`src/rtl/xillybus_rr_stream_arbiter_if.sv`:
```
// Signal bundle for the Xillybus read-stream arbiter: the host-bound read port
// (user_r_read_32_*) plus the N_REQ producer request lanes.
interface xillybus_rr_stream_arbiter_if #(
    parameter int unsigned N_REQ = 4
) ();
    logic                user_r_read_32_open;
    logic                user_r_read_32_rden;
    logic [31:0]         user_r_read_32_data;
    logic                user_r_read_32_empty;
    logic                user_r_read_32_eof;
    logic [N_REQ-1:0]    req_valid;
    logic [32*N_REQ-1:0] req_data;
    logic [N_REQ-1:0]    req_last;
    logic [N_REQ-1:0]    req_ready;

    // Arbiter side.
    modport slave (
        input  user_r_read_32_open, user_r_read_32_rden, req_valid, req_data, req_last,
        output user_r_read_32_data, user_r_read_32_empty, user_r_read_32_eof, req_ready
    );

    // Environment side: the xillybus core and the producers.
    modport master (
        output user_r_read_32_open, user_r_read_32_rden, req_valid, req_data, req_last,
        input  user_r_read_32_data, user_r_read_32_empty, user_r_read_32_eof, req_ready
    );
endinterface

```
`src/rtl/xillybus_rr_stream_arbiter.sv`:
```
// xillybus_rr_stream_arbiter: round-robin merge of N_REQ producer streams onto the single
// 32-bit host-bound Xillybus read stream, through a small standard-read output FIFO.
// Build option: define XLB_ARB_HDR_EN to prefix every grant with a tagged header word
// {8'hA5, channel, continuation flag, 15'b0}.
module xillybus_rr_stream_arbiter #(
    parameter int unsigned N_REQ      = 4,
    parameter int unsigned DEPTH_LOG2 = 2,
    parameter int unsigned MAX_BURST  = 256
) (
    input  logic                        bus_clk,
    input  logic                        reset,
    xillybus_rr_stream_arbiter_if.slave bus
);
    localparam int unsigned IdxW  = $clog2(N_REQ);
    localparam int unsigned Depth = 1 << DEPTH_LOG2;

    localparam logic [IdxW-1:0]       LastIdx     = IdxW'(N_REQ - 1);
    localparam logic [DEPTH_LOG2:0]   FullCnt     = Depth[DEPTH_LOG2:0];
    localparam logic [DEPTH_LOG2:0]   CntOne      = 1;
    localparam logic [DEPTH_LOG2-1:0] PtrOne      = 1;
    localparam logic [15:0]           MaxBurstCnt = MAX_BURST[15:0];

    typedef enum logic [1:0] {StIdle, StHdr, StData} state_e;

    state_e          r_state, w_state_nxt;
    logic [IdxW-1:0] r_rr_ptr, w_rr_ptr_nxt;
    logic [IdxW-1:0] r_grant, w_grant_nxt;
    logic [15:0]     r_burst_cnt, w_burst_cnt_nxt;
`ifdef XLB_ARB_HDR_EN
    logic [N_REQ-1:0] r_cont, w_cont_nxt;
`endif

    logic [31:0]           r_mem [Depth];
    logic [DEPTH_LOG2-1:0] r_wptr, r_rptr;
    logic [DEPTH_LOG2:0]   r_count;
    logic [31:0]           r_data;

    logic            w_full, w_empty, w_push, w_pop, w_flush;
    logic [31:0]     w_push_data;
    logic [N_REQ-1:0] w_ready;
    logic            w_any_valid;
    logic [IdxW-1:0] w_pick, w_scan;
    logic [31:0]     w_words [N_REQ];

    for (genvar g = 0; g < N_REQ; g++) begin : g_words
        assign w_words[g] = bus.req_data[32*g +: 32];
    end

    assign w_full  = (r_count == FullCnt);
    assign w_empty = (r_count == '0);
    assign w_flush = !bus.user_r_read_32_open;
    assign w_pop   = bus.user_r_read_32_rden && !w_empty;

    // Round-robin pick: first valid producer cyclically after rr_ptr. Scanning from the far
    // end lets the nearest candidate overwrite the others.
    always_comb begin
        w_any_valid = 1'b0;
        w_pick      = r_rr_ptr;
        w_scan      = r_rr_ptr;
        for (int k = int'(N_REQ); k >= 1; k--) begin
            w_scan = IdxW'((int'(r_rr_ptr) + k) % int'(N_REQ));
            if (bus.req_valid[w_scan]) begin
                w_any_valid = 1'b1;
                w_pick      = w_scan;
            end
        end
    end

    // Grant FSM next state, producer ready and FIFO push.
    always_comb begin
        w_state_nxt     = r_state;
        w_rr_ptr_nxt    = r_rr_ptr;
        w_grant_nxt     = r_grant;
        w_burst_cnt_nxt = r_burst_cnt;
`ifdef XLB_ARB_HDR_EN
        w_cont_nxt      = r_cont;
`endif
        w_push          = 1'b0;
        w_push_data     = w_words[r_grant];
        w_ready         = '0;
        if (!bus.user_r_read_32_open) begin
            w_state_nxt = StIdle;
`ifdef XLB_ARB_HDR_EN
            w_cont_nxt  = '0;
`endif
        end else begin
            case (r_state)
                StIdle: begin
                    if (w_any_valid) begin
                        w_grant_nxt     = w_pick;
                        w_rr_ptr_nxt    = w_pick;
                        w_burst_cnt_nxt = '0;
`ifdef XLB_ARB_HDR_EN
                        w_state_nxt     = StHdr;
`else
                        w_state_nxt     = StData;
`endif
                    end
                end
                StHdr: begin
`ifdef XLB_ARB_HDR_EN
                    if (!w_full) begin
                        w_push          = 1'b1;
                        w_push_data     = {8'hA5, 8'(r_grant), r_cont[r_grant], 15'd0};
                        w_burst_cnt_nxt = '0;
                        w_state_nxt     = StData;
                    end
`else
                    w_state_nxt = StIdle;
`endif
                end
                StData: begin
                    w_ready[r_grant] = !w_full;
                    if (bus.req_valid[r_grant] && !w_full) begin
                        w_push          = 1'b1;
                        w_burst_cnt_nxt = r_burst_cnt + 16'd1;
                        if (bus.req_last[r_grant]) begin
`ifdef XLB_ARB_HDR_EN
                            w_cont_nxt[r_grant] = 1'b0;
`endif
                            w_state_nxt = StIdle;
                        end else if (w_burst_cnt_nxt == MaxBurstCnt) begin
                            // Burst cap: yield to other producers, packet continues later.
`ifdef XLB_ARB_HDR_EN
                            w_cont_nxt[r_grant] = 1'b1;
`endif
                            w_state_nxt = StIdle;
                        end
                    end
                end
                default: w_state_nxt = StIdle;
            endcase
        end
    end

    // Grant FSM state registers.
    always_ff @(posedge bus_clk or posedge reset) begin
        if (reset) begin
            r_state     <= StIdle;
            r_rr_ptr    <= LastIdx;
            r_grant     <= '0;
            r_burst_cnt <= '0;
`ifdef XLB_ARB_HDR_EN
            r_cont      <= '0;
`endif
        end else begin
            r_state     <= w_state_nxt;
            r_rr_ptr    <= w_rr_ptr_nxt;
            r_grant     <= w_grant_nxt;
            r_burst_cnt <= w_burst_cnt_nxt;
`ifdef XLB_ARB_HDR_EN
            r_cont      <= w_cont_nxt;
`endif
        end
    end

    // FIFO pointers, occupancy and read-data register; closing the file flushes.
    always_ff @(posedge bus_clk or posedge reset) begin
        if (reset) begin
            r_wptr  <= '0;
            r_rptr  <= '0;
            r_count <= '0;
            r_data  <= '0;
        end else if (w_flush) begin
            r_wptr  <= '0;
            r_rptr  <= '0;
            r_count <= '0;
        end else begin
            if (w_push) r_wptr <= r_wptr + PtrOne;
            if (w_pop) begin
                r_rptr <= r_rptr + PtrOne;
                r_data <= r_mem[r_rptr];
            end
            case ({w_push, w_pop})
                2'b10:   r_count <= r_count + CntOne;
                2'b01:   r_count <= r_count - CntOne;
                default: r_count <= r_count;
            endcase
        end
    end

    // FIFO storage; contents are don't-care until written, so no reset.
    always_ff @(posedge bus_clk) begin
        if (w_push) r_mem[r_wptr] <= w_push_data;
    end

    assign bus.user_r_read_32_data  = r_data;
    assign bus.user_r_read_32_empty = w_empty;
    assign bus.user_r_read_32_eof   = 1'b0;
    assign bus.req_ready            = w_ready;
endmodule

```
`src/flat_wrapper.sv`:
```
// flat-port wrapper written by rule: the top's interface ports become plain ports
module xillybus_rr_stream_arbiter_flat 
#(
    parameter int unsigned N_REQ      = 4,
    parameter int unsigned DEPTH_LOG2 = 2,
    parameter int unsigned MAX_BURST  = 256
)
  (bus_clk, reset, bus_user_r_read_32_open, bus_user_r_read_32_rden, bus_req_valid, bus_req_data, bus_req_last, bus_user_r_read_32_data, bus_user_r_read_32_empty, bus_user_r_read_32_eof, bus_req_ready);
  xillybus_rr_stream_arbiter_if #(.N_REQ(N_REQ)) bus_i ();
  input  logic bus_clk;
  input  logic reset;
  input wire logic [$bits(bus_i.user_r_read_32_open)-1:0] bus_user_r_read_32_open;
  input wire logic [$bits(bus_i.user_r_read_32_rden)-1:0] bus_user_r_read_32_rden;
  input wire logic [$bits(bus_i.req_valid)-1:0] bus_req_valid;
  input wire logic [$bits(bus_i.req_data)-1:0] bus_req_data;
  input wire logic [$bits(bus_i.req_last)-1:0] bus_req_last;
  output wire logic [$bits(bus_i.user_r_read_32_data)-1:0] bus_user_r_read_32_data;
  output wire logic [$bits(bus_i.user_r_read_32_empty)-1:0] bus_user_r_read_32_empty;
  output wire logic [$bits(bus_i.user_r_read_32_eof)-1:0] bus_user_r_read_32_eof;
  output wire logic [$bits(bus_i.req_ready)-1:0] bus_req_ready;
  assign bus_i.user_r_read_32_open = bus_user_r_read_32_open;
  assign bus_i.user_r_read_32_rden = bus_user_r_read_32_rden;
  assign bus_i.req_valid = bus_req_valid;
  assign bus_i.req_data = bus_req_data;
  assign bus_i.req_last = bus_req_last;
  assign bus_user_r_read_32_data = bus_i.user_r_read_32_data;
  assign bus_user_r_read_32_empty = bus_i.user_r_read_32_empty;
  assign bus_user_r_read_32_eof = bus_i.user_r_read_32_eof;
  assign bus_req_ready = bus_i.req_ready;
  xillybus_rr_stream_arbiter #(.N_REQ(N_REQ), .DEPTH_LOG2(DEPTH_LOG2), .MAX_BURST(MAX_BURST)) u_core (.bus_clk(bus_clk), .reset(reset), .bus(bus_i));
endmodule
```
`config.mk`:
```
export PLATFORM = sky130hd
export DESIGN_NAME = xillybus_rr_stream_arbiter_flat
export DESIGN_NICKNAME = d
export VERILOG_FILES = /design/src/rtl/xillybus_rr_stream_arbiter_if.sv /design/src/rtl/xillybus_rr_stream_arbiter.sv /design/src/flat_wrapper.sv
export SDC_FILE = /design/constraint.sdc
export NUM_CORES = 1
export LEC_CHECK = 0
export CORE_MARGIN = 10
export CORE_UTILIZATION = 51
export CTS_CLUSTER_DIAMETER = 50
export CTS_CLUSTER_SIZE = 25
export DETAILED_ROUTE_END_ITERATION = 10
export PLACE_DENSITY = 0.8
export SLEW_MARGIN = 30
export SYNTH_ARGS = -nofsm -noshare
export SYNTH_HDL_FRONTEND = slang
export SYNTH_SLANG_ARGS = --single-unit
```
`constraint.sdc`:
```
create_clock -name bus_clk -period 3.1 [get_ports bus_clk]
set_input_delay 0.62 -clock bus_clk [delete_from_list [all_inputs] [get_ports bus_clk]]
set_output_delay 0.62 -clock bus_clk [all_outputs]
set_load 0.01 [all_outputs]
```
# Word-level counts from Yosys, hierarchy flattened
# Memory sizes are Yosys's and may differ from the RTL's. A register that Yosys moved wholly into a read port is not among the register bits.
# Cells that the tools add are included.
# word_totals
elab_cells	98
inputBits	140
ff_bits	29
memories	1
output_inout_bits	38
mem_bits_rw	128
# classes
n_reduce_logical	12
n_eq_ne	13
n_bitwise	2
n_addsub	9
mux	47
order_cmp	7
# memory_table
name	words	word_bits	read_ports	rd_clocked_by_memory_dff	wr	line_no	rtl
u_core.r_mem	4	32	1	1	1	xillybus_rr_stream_arbiter.sv:33	logic [31:0] r_mem [Depth];
# op_table
operator	n
binary-select mux 32 bit (select 2 bit)	1
two-way mux 32 bit	2
two-way mux 16 bit	2
one-hot mux 16 bit (2 select lines)	1
two-way mux 2 bit	13
adder 16 x 1 -> 16 bit, second input constant	1
== test 16 x 9 -> 1 bit, second input constant	1
two-way mux 1 bit	16
less-than comparator 2 x 3 -> 1 bit, second input constant	5
binary-select mux 1 bit (select 2 bit)	6
adder 2 x 1 -> 2 bit, second input constant	4
two-way mux 4 bit	2
inequality test 2 x 1 -> 1 bit, second input constant	4
inequality test 3 x 2 -> 1 bit, second input constant	2
one-hot mux 3 bit (2 select lines)	1
AND reduction 3 bit	2
adder 2 bit, second input constant	2
bitwise AND 4 bit	1
== test 2 bit, second input constant	2
inequality test 4 x 2 -> 1 bit, second input constant	1
one-hot mux 2 bit (2 select lines)	1
AND reduction 4 bit	1
adder 3 x 1 -> 3 bit, second input constant	1
== test 3 bit, second input constant	1
14 further kinds	17

# Depth between registers and ports, before layout
# logic_depth
word_depth	10
mapped_depth	10
depth_no_buf	8

# Worst setup path after synthesis
# Ideal clock, no wire load.
# synth_path
path_type	in2reg
start	input bus_req_valid[1]
end	memory u_core.r_mem[0][0] (enable)
setup_time_ns	0.392
t_required_ns	2.708
n_path_buf	2
slack_ns	0.469
arrival_time_ns	2.239
path_stages	5
cell_sequence	mux4_2 and4_1 buf_2 buf_2 and2_1
# synth_via
elab_chain_len	8
# synth_lines
element	line_no	rtl
start: declaration	flat_wrapper.sv:14	input wire logic [$bits(bus_i.req_valid)-1:0] bus_req_valid;
binary-select mux 1 bit (select 2 bit)	xillybus_rr_stream_arbiter.sv:114	if (bus.req_valid[r_grant] && !w_full) begin
two-way mux 1 bit (not written as such)	xillybus_rr_stream_arbiter.sv:114	
logical AND 1 bit	xillybus_rr_stream_arbiter.sv:114	
two-way mux 1 bit	xillybus_rr_stream_arbiter.sv:114	
two-way mux 1 bit	xillybus_rr_stream_arbiter.sv:87	case (r_state)
two-way mux 1 bit	xillybus_rr_stream_arbiter.sv:81	if (!bus.user_r_read_32_open) begin
two-way mux 1 bit	xillybus_rr_stream_arbiter.sv:184	if (w_push) r_mem[r_wptr] <= w_push_data;
two-way mux 1 bit (not written as such)	xillybus_rr_stream_arbiter.sv:184	
end: declaration	xillybus_rr_stream_arbiter.sv:33	
# No other way between the ends. The select of a mux whose other input is x is not followed.

# Worst setup path in the final report
# layout_path
start	register u_core.r_count[0]
end	output bus_req_ready[3]
# layout_via
elab_chain_len	5
# layout_lines
element	line_no	rtl
start: declaration	xillybus_rr_stream_arbiter.sv:35	logic [DEPTH_LOG2:0] r_count;
start signal: assignment	xillybus_rr_stream_arbiter.sv:175	2'b10: r_count <= r_count + CntOne;
start signal: assignment	xillybus_rr_stream_arbiter.sv:176	2'b01: r_count <= r_count - CntOne;
start signal: assignment	xillybus_rr_stream_arbiter.sv:177	default: r_count <= r_count;
== test 3 bit	xillybus_rr_stream_arbiter.sv:49	assign w_full = (r_count == FullCnt);
zero test 1 bit	xillybus_rr_stream_arbiter.sv:113	w_ready[r_grant] = !w_full;
bitwise AND 4 bit (no line)	--	
two-way mux 4 bit	xillybus_rr_stream_arbiter.sv:87	
two-way mux 4 bit	xillybus_rr_stream_arbiter.sv:81	
end: declaration	flat_wrapper.sv:20	output wire logic [$bits(bus_i.req_ready)-1:0] bus_req_ready;
# No other way between the ends.

==> impl_metrics.ini <==
[status]
status = finished, final reports clean

[yosys]
synth_nets = 640
synth_edf_count = 128
synth_area_um2 = 8440
synthTopCellsByArea = edfxtp_1, mux4_2, dfrtp_1
ys_seq_area_share_pct = 63.4
synth_top_family_by_area = multiplexers
synth_top_cell_by_area = edfxtp_1
synth_xor_area_share_pct = 1.04
synthCells = 493
avgSynthCellArea_um2 = 17.1
ys_async_sr_fraction_pct = 31.9
synth-adder-area-share_pct = 1.13
synth_flop_cell = edfxtp_1
synth_warnings = 0
synth-simple-area-share_pct = 6.54
synth_compound_gate_area_share_pct = 3.79
synthMuxAreaShare_pct = 22.2
yosysUniqueCellTypes = 50
ys_ff_latch = 188
netlist.area_leader.share_pct = 45.5

[clock_tree]
path_clk_slew_ns = 0.07
cts.sinks = 188
h-tree-depth = 4
cts_tree = yes
clk_latency_ns = 0.43
clockRootBuffer = clkbuf_16
cts_buffers = 17
cts-resized-gates = 0
cts_setup_buffers = 0
hold_buffers = 0
cts.path.max_buffers = 2

[sta]
max-slew-margin-rel_pct = 36.3
post-route-min-period_ns = 2.91
finalSetupViolCount = 0
rsz0062_at_grt = no
maxClockFrequency_ghz = 0.344
finalHoldViolCount = 0
post-route-period-util_pct = 93.7
worstMarginPinSlew_ns = 0.956
final.setup.tns_ns = 0
fin_worst_skew_ns = 0.00805
worst_hold_slack_ns = 0.503
report.final.slew_viol_count = 0

[detailed_routing]
drt-total-wl_mm = 20.1
avgRoutedWirePerCell_um = 22.3
drc_errors = 0
viasPerCell = 5.82
num_vias = 5237
drt-pass1-iter-count = 5
drt-initial-drc-count = 347
ant_nets = 0

[critical_path]
r2r_setup_slack_ns = 0.54
cp_data_required_time_ns = 2.48
slowest_delay_ns = 0.51
r2r_cells = 3
path_cells = or3b_1, nand3_1, inv_1, and3_1, clkdlybuf4s50_1
critPathCaptureType = output pin
crit_slowest_cell = or3b_1
cpLargestDelayFamily = simple AND/OR/NAND/NOR gates
worstPathMaxFanout = 5
startpoint_type = register
critPathBufInv = 2
path_class = reg -> out
r2r-start = u_core.r_grant[1]
critPathArrivalTime_ns = 2.29
r2r-end = u_core.r_mem[0][20]

[global_routing]
grt_pass1_wl_mm = 31.7
overflow = 0
grt_pass1_vias = 5712
grtUsageTotal_pct = 18.7
grt_max_degree = 35
antenna_found_initial = 0

[die]
fp-row-count = 46
die_h_um = 149
die_area_um2 = 22100
ios = 178
die-width_um = 149
start_util_pct = 52.6
core_area_um2 = 16100

[placed_design]
io_buffers = 176
routabilityCongestion = 0.812
post-dp-hpwl_mm = 13.6
dp_cells = 868

[pwr]
p_leak_nw = 3.90
total_power_mw = 8.98
power_density_nw_per_um2 = 811
ir_drop_v = 0.000497

[cells_and_area]
drive_gt1_share_pct = 23.2
final_cell_mix = clkdlybuf4s50_1, edfxtp_1, mux4_2, dfrtp_1, mux2_2
diodes = 0
nNetsFinal = 818
final_common_cell = clkdlybuf4s50_1
final_cell_count_no_fill = 900
area_growth_pct = 31.2
postLayoutCoreUtil_pct = 68.9

[run]
cap_viol_max_count = 0

[hold_path]
min_to = u_core.bus.user_r_read_32_data[6]
worstHoldPathType = reg -> reg
worstHoldPathCells = 1
min-delay-start = u_core.bus.user_r_read_32_data[6]
[how the worst max path moves through the flow]
stage                                 start             endpoint  slack, ns  cells after the start
after CTS                 u_core.r_count[0]     bus_req_ready[3]       0.18                      5
final                     u_core.r_count[0]     bus_req_ready[3]       0.19                      5
after detailed placement   bus_req_valid[2]  u_core.r_mem[0][16]       0.08                      4
after floorplan            bus_req_valid[1]   u_core.r_mem[0][0]       0.47                      5
after global routing      u_core.r_count[0]     bus_req_ready[3]       0.07                      5
after global placement     bus_req_valid[2]  u_core.r_mem[0][15]       0.14                      4
[cells in the mapped netlist (2+ instances only)]
cell type	n
edfxtp_1	128
mux4_2	66
o31ai_1	5
clkbuf_1	11
o41ai_1	2
mux2i_1	3
o21ai_0	8
ha_1	6
a31oi_1	4
xnor2_1	7
and3_1	5
inv_1	7
nor3b_1	2
nor2b_1	6
buf_1	3
nand2_1	23
nor2_1	19
xor2_1	3
nor3_1	7
or4_1	2
nand3b_1	2
and2_1	11
dfstp_2	2
buf_2	12
mux2_2	32
o21ai_1	18
a21oi_1	6
dfrtp_1	58
nand3_1	11
nand4_1	4
[state kept, by name (all words and copies together) (netlist names)]
signal                          count
u_core.r_rptr                       2
u_core.r_count                      3
u_core.r_grant                      2
u_core.bus.user_r_read_32_data     32
u_core.r_burst_cnt                 16
u_core.r_rr_ptr                     2
u_core.r_wptr                       2
u_core.r_mem                      128
u_core.r_state                      1
[per-stage QoR]
stage / area (um2) / setup WS (ns)
floorplan: 8440 / 0.469
global placement: 10500 / 0.142
detailed placement: 10500 / 0.0786
CTS: 11100 / 0.179
global route: 11100 / 0.0733
finish: 11100 / 0.195
[area by class of cell]
type	instances	area, um2
Tap cell	216	270
Inverter	7	26.3
Multi-Input combinational cell	270	2940
Clock buffer	17	425
Timing Repair Buffer	187	1870
Sequential cell	188	5350
Clock inverter	15	184
Fill cell	1020	4990
[metal layers]
layer  global-route usage [%]  vias up  share of wire (%)
li1                         -     2319                  -
met4                     5.30        0                1.3
met2                     33.2      193                 54
met1                     21.6     2698                 38
met3                     5.10       27                6.2
met5                        0        -                  0
[power breakdown]
| part | internal, mW | switching, mW |
|---|---|---|
| clock network | 1.22 | 0.967 |
| registers | 3.39 | 0.355 |
| logic | 1.70 | 1.35 |
| total | 6.31 | 2.67 |
[logic make-up (layout without fill, tap and decap cells)]
logic type | after synthesis | after routing
adder cells (fa/ha/maj) | 7 | 7
other | 1 | 1
buffers and inverters | 35 | 226
multiplexers | 101 | 101
AND/OR/NAND/NOR | 101 | 101
AO/OA/AOI/OAI | 50 | 50
flip-flops | 188 | 188
XOR/XNOR | 10 | 10
No activity file was read; power rests on OpenSTA's default activity.
